===== config.mk =====
export PLATFORM = sky130hd
export DESIGN_NAME = add_round_key_engine
export DESIGN_NICKNAME = d
export VERILOG_FILES = /design/src/rtl/add_round_key_engine.sv
export SDC_FILE = /design/constraint.sdc
export NUM_CORES = 2
export LEC_CHECK = 0
export ABC_CLOCK_PERIOD_IN_PS = 2400
export BUFFER_PORTS_ARGS = -buffer_cell sky130_fd_sc_hd__buf_2
export CAP_MARGIN = 30
export CORE_MARGIN = 1
export CORE_UTILIZATION = 35
export DETAILED_ROUTE_END_ITERATION = 6
export PLACE_DENSITY = 0.62
export SLEW_MARGIN = 20
export SYNTH_ARGS = -nofsm -noshare
export SYNTH_HDL_FRONTEND = slang
export SYNTH_SLANG_ARGS = --single-unit

===== constraint.sdc =====
create_clock -name clk -period 2.4 [get_ports clk]
set_input_delay 0.24 -clock clk [delete_from_list [all_inputs] [get_ports clk]]
set_output_delay 0.24 -clock clk [all_outputs]
set_load 0.02 [all_outputs]

===== src/rtl/add_round_key_engine.sv =====
// Registered, handshaked AddRoundKey stage with an internal round-key bank.
// Serves forward and inverse datapaths; one word per cycle, 1-cycle latency.
module add_round_key_engine #(
  parameter  int unsigned DATA_W   = 128,
  parameter  int unsigned NUM_KEYS = 11,
  localparam int unsigned IDX_W    = $clog2(NUM_KEYS)
) (
  input  logic                clk,
  input  logic                rst_n,
  input  logic                key_wr_en,
  input  logic [IDX_W-1:0]    key_wr_idx,
  input  logic [DATA_W-1:0]   key_wr_data,
  input  logic                key_clear,
  input  logic                in_valid,
  output logic                in_ready,
  input  logic [DATA_W-1:0]   in_state,
  input  logic [IDX_W-1:0]    in_round,
  input  logic                in_inv,
  output logic                out_valid,
  input  logic                out_ready,
  output logic [DATA_W-1:0]   out_state,
  output logic                out_err,
  output logic [NUM_KEYS-1:0] key_loaded
);

  localparam int unsigned      NBYTES   = DATA_W / 8;
  localparam logic [IDX_W-1:0] LAST_IDX = IDX_W'(NUM_KEYS - 1);

  if ((DATA_W % 8) != 0) begin : g_bad_width
    $error("add_round_key_engine: DATA_W must be a multiple of 8");
  end

  logic [DATA_W-1:0]   bank [NUM_KEYS];
  logic                accept_c;
  logic                round_ok_c;
  logic                wr_ok_c;
  logic                wr_hit_c;
  logic                stored_loaded_c;
  logic                sel_loaded_c;
  logic [IDX_W-1:0]    phys_c;
  logic [DATA_W-1:0]   sel_key_c;
  logic [DATA_W-1:0]   keyed_c;
  logic                err_c;
  logic [NUM_KEYS-1:0] loaded_nxt_c;

  assign in_ready = !out_valid || out_ready;
  assign accept_c = in_valid && in_ready;

  // Logical round to physical bank entry; inverse cipher walks the bank backwards.
  assign round_ok_c = 32'(in_round) < NUM_KEYS;
  assign wr_ok_c    = 32'(key_wr_idx) < NUM_KEYS;
  assign phys_c     = in_inv ? (LAST_IDX - in_round) : in_round;

  // Key lookup with write-first bypass; a same-cycle clear hides stale entries.
  always_comb begin
    sel_key_c       = '0;
    stored_loaded_c = 1'b0;
    for (int k = 0; k < int'(NUM_KEYS); k++) begin
      if (phys_c == IDX_W'(k)) begin
        sel_key_c       = bank[k];
        stored_loaded_c = key_loaded[k];
      end
    end
    wr_hit_c = key_wr_en && wr_ok_c && (key_wr_idx == phys_c);
    if (wr_hit_c) begin
      sel_key_c = key_wr_data;
    end
    sel_loaded_c = wr_hit_c || (stored_loaded_c && !key_clear);
  end

  // Bytewise XOR; out-of-range rounds pass the state through untouched.
  always_comb begin
    keyed_c = in_state;
    err_c   = 1'b1;
    if (round_ok_c) begin
      for (int b = 0; b < int'(NBYTES); b++) begin
        keyed_c[8*b +: 8] = in_state[8*b +: 8] ^ sel_key_c[8*b +: 8];
      end
      err_c = !sel_loaded_c;
    end
  end

  // Valid-bit update: clear wins everywhere except the entry being written.
  always_comb begin
    loaded_nxt_c = key_clear ? '0 : key_loaded;
    for (int k = 0; k < int'(NUM_KEYS); k++) begin
      if (key_wr_en && (key_wr_idx == IDX_W'(k))) begin
        loaded_nxt_c[k] = 1'b1;
      end
    end
  end

  // Bank storage carries no reset; validity is tracked by key_loaded.
  always_ff @(posedge clk) begin
    for (int k = 0; k < int'(NUM_KEYS); k++) begin
      if (key_wr_en && (key_wr_idx == IDX_W'(k))) begin
        bank[k] <= key_wr_data;
      end
    end
  end

  always_ff @(posedge clk or negedge rst_n) begin
    if (!rst_n) begin
      key_loaded <= '0;
    end else begin
      key_loaded <= loaded_nxt_c;
    end
  end

  // Output register: load on accept, hold while stalled, drop once taken.
  always_ff @(posedge clk or negedge rst_n) begin
    if (!rst_n) begin
      out_valid <= 1'b0;
      out_state <= '0;
      out_err   <= 1'b0;
    end else if (accept_c) begin
      out_valid <= 1'b1;
      out_state <= keyed_c;
      out_err   <= err_c;
    end else if (out_ready) begin
      out_valid <= 1'b0;
    end
  end

endmodule


==> impl_metrics.env <==
export IMPL_clock_sinks=1549
export IMPL_area_growth_pct=28.1
export IMPL_p_leak_nw=29.8
export IMPL_clkTransAtPathRegs_ps=60
export IMPL_ys_seq_elements=1549
export IMPL_die_area_um2=189000
export IMPL_synthFlopType="edfxtp_1"
export IMPL_r2r_slack_ps=350
export IMPL_cp_start_kind="primary input"
export IMPL_place_congestion=0.858
export IMPL_hold_path_depth=6
export IMPL_worstReg2RegStart="bank[0][122]"
export IMPL_overflow=0
export IMPL_ys_warnings_count=0
export IMPL_postLayoutCoreUtil_pct=45.2
export IMPL_setup_tns_ps=0
export IMPL_antenna_found_initial=20
export IMPL_num_rows=158
export IMPL_drtAntennaViolNets=0
export IMPL_slew_headroom_pct=39.5
export IMPL_start_util_pct=35.3
export IMPL_grt_total_usage_pct=21.3
export IMPL_cp_required_ps=3090
export IMPL_worst_slew_pin_slew_ps=908
export IMPL_crit_fanout=10
export IMPL_routed_via_count=46300
export IMPL_hp_class="primary input to flop"
export IMPL_drt_total_wl_um=205000
export IMPL_async_flop_share_pct=9.10
export IMPL_post_cts_buffers=0
export IMPL_holdWs_ps=80.3
export IMPL_dp_hpwl_um=132000
export IMPL_dr_pass1_iters=7
export IMPL_core_area_um2=186000
export IMPL_p_per_area_nw_per_um2=778
export IMPL_ys_seq_area_share_pct=70.0
export IMPL_crit_path_start="in_round[1]"
export IMPL_drtIter0Drc=5385
export IMPL_cts_hold_buf=264
export IMPL_syn_area_um2=65500
export IMPL_synth_distinct_cells=81
export IMPL_period_minus_slack_ps=2290
export IMPL_fin_nets=5918
export IMPL_worstRegToRegCells=8
export IMPL_drive_gt1_share_pct=22.7
export IMPL_portBuffers=412
export IMPL_htreeDepth=4
export IMPL_synth_edf_count=1408
export IMPL_setup_violations=0
export IMPL_end_kind="flop"
export IMPL_grt_pass1_vias=45800
export IMPL_avgSynthCellArea_um2=14.2
export IMPL_ioPinCount=413
export IMPL_clk_latency_ps=840
export IMPL_ctsResizeCount=0
export IMPL_drc=0
export IMPL_status="finished clean"
export IMPL_drv_slew=0
export IMPL_cts_buffers_inserted=170
export IMPL_clock_root_buffer="clkbuf_16"
export IMPL_finalClockSkew_ps=32.2
export IMPL_placedCellCount=7689
export IMPL_die_x_um=435
export IMPL_die_h_um=435
export IMPL_viasPerCell=5.60
export IMPL_drv_cap=0
export IMPL_rsz0062_at_grt="no"
export IMPL_ir_drop_uv=542
export IMPL_power_mw=65.2
export IMPL_fillers=16300
export IMPL_min_period_over_period_pct=95.4
export IMPL_max_clock_path_buffers=3
export IMPL_hold_violations=0
export IMPL_crit_type="primary input to flop"
export IMPL_reg2reg_to="out_state[122]"
export IMPL_instances_no_fill=8277
export IMPL_grt_pass1_wl_um=299000
export IMPL_cts_tree="built"
export IMPL_postSynthCellCount=4602
export IMPL_crit_arrival_ps=2980
export IMPL_timing_fmax_mhz=437
export IMPL_synth_fp_nets=4875
export IMPL_wl_per_cell_um=24.8
export IMPL_grt_max_degree=145
export IMPL_endpoint="out_state[103]"
worst max-delay path, cell delays in order:
cell       delay, ps
buf_2            150
ha_1             390
and2_1           210
buf_4            130
nor2_1            60
o21ai_1          660
o22ai_1          210
a2111oi_2        440
o221ai_1         230
xor2_1           180
o21ai_1           70
worst min path at each step:
stage                  startpoint            end  slack, ps
finish                  out_ready  out_state[18]         80
global route        key_wr_idx[2]  key_loaded[6]         70
CTS                     out_ready  out_state[18]         10
detailed placement          rst_n   out_state[0]        240
global placement            rst_n   out_state[0]        240
floorplan                   rst_n  key_loaded[0]        -60
per-layer routing:
layer	vias to the layer above	global-route usage (%)	share of wire, %
li1	20600	-	-
met1	23400	27.4	41
met2	1952	35.8	50
met3	396	2.89	5.9
met4	2	9.28	4.0
met5	-	0	0.0063
per-stage QoR:
step	setup WS, ps	cell area [um^2]
finish	110	83900
global route	16.0	83900
CTS	133	83900
detailed placement	-759	75600
global placement	-736	75600
floorplan	-1840	65600
cell type report:
cell class	count	area [um^2]	area share, %
Tap cell	2480	3100	3.70
Clock buffer	204	4410	5.26
Sequential cell	1549	45800	54.6
Timing Repair Buffer	1243	11100	13.3
Inverter	12	45.0	0.0537
Clock inverter	109	1200	1.43
Antenna cell	11	27.5	0.0328
Multi-Input combinational cell	2669	18100	21.6
power breakdown:
part           switching, mW  internal, mW  total, mW
Combinational           4.78          3.29       8.07
Clock                   11.3          15.0       26.3
Sequential             0.453          30.4       30.9
Total                   16.5          48.7       65.2
cells by family after synthesis:
logic type / Yosys count / share of synthesized area [%]
and+or+nand+nor: 1120 / 7.56
xor gates and xnor gates: 43 / 0.587
AOI/OAI and AO/OA: 1290 / 15.8
buffers and inverters: 384 / 2.74
DFF: 1549 / 70.0
adders and majority gates: 2 / 0.0382
muxes: 214 / 3.31
cell usage in the layout, fill, tap and decap left out, types with 29 or more instances in the layout:
cell type / synthesis / routed
nor2b_1: 105 / 105
nor2_1: 160 / 149
clkbuf_16: 0 / 170
o21ai_0: 125 / 125
dfrtp_1: 141 / 141
a32oi_1: 37 / 37
nand3_1: 63 / 63
o21ai_1: 48 / 46
o22ai_1: 106 / 106
buf_4: 24 / 395
clkinv_1: 1 / 31
buf_2: 114 / 410
xor2_1: 39 / 39
o211ai_1: 29 / 29
o22a_1: 104 / 104
a31oi_1: 87 / 87
o2111a_1: 80 / 80
a222oi_1: 168 / 168
clkbuf_1: 188 / 31
a21oi_1: 37 / 37
clkinv_2: 0 / 31
mux2i_1: 197 / 196
a21o_1: 90 / 90
o2bb2ai_1: 111 / 111
buf_12: 0 / 172
edfxtp_1: 1408 / 1408
nand2_1: 634 / 630
dlygate4sd3_1: 0 / 263
o221ai_1: 103 / 103
state kept, by name, indices dropped and copies added (netlist names):
| signal | cells |
|---|---|
| bank | 1408 |
| out_state | 128 |
| key_loaded | 11 |
| out_err | 1 |
| out_valid | 1 |
cells in the mapped netlist, types with 26 or more instances:
cell type / n / area (um^2)
edfxtp_1: 1408 / 42300
and2_1: 26 / 163
nand3_1: 63 / 315
o21ai_1: 48 / 240
o221ai_1: 103 / 902
a32oi_1: 37 / 324
a21oi_1: 37 / 185
o22a_1: 104 / 911
nor2_1: 160 / 601
o211ai_1: 29 / 218
nand2_1: 634 / 2380
a31oi_1: 87 / 544
xor2_1: 39 / 342
o2111a_1: 80 / 901
a222oi_1: 168 / 1680
and3_1: 28 / 175
nor3_1: 31 / 155
mux2i_1: 197 / 1970
clkbuf_1: 188 / 706
o21ai_0: 125 / 626
o22ai_1: 106 / 663
dfrtp_1: 141 / 3530
nor2b_1: 105 / 657
buf_1: 30 / 113
a21o_1: 90 / 676
o2bb2ai_1: 111 / 972
buf_2: 114 / 571
Power figures use the tool's default switching activity.
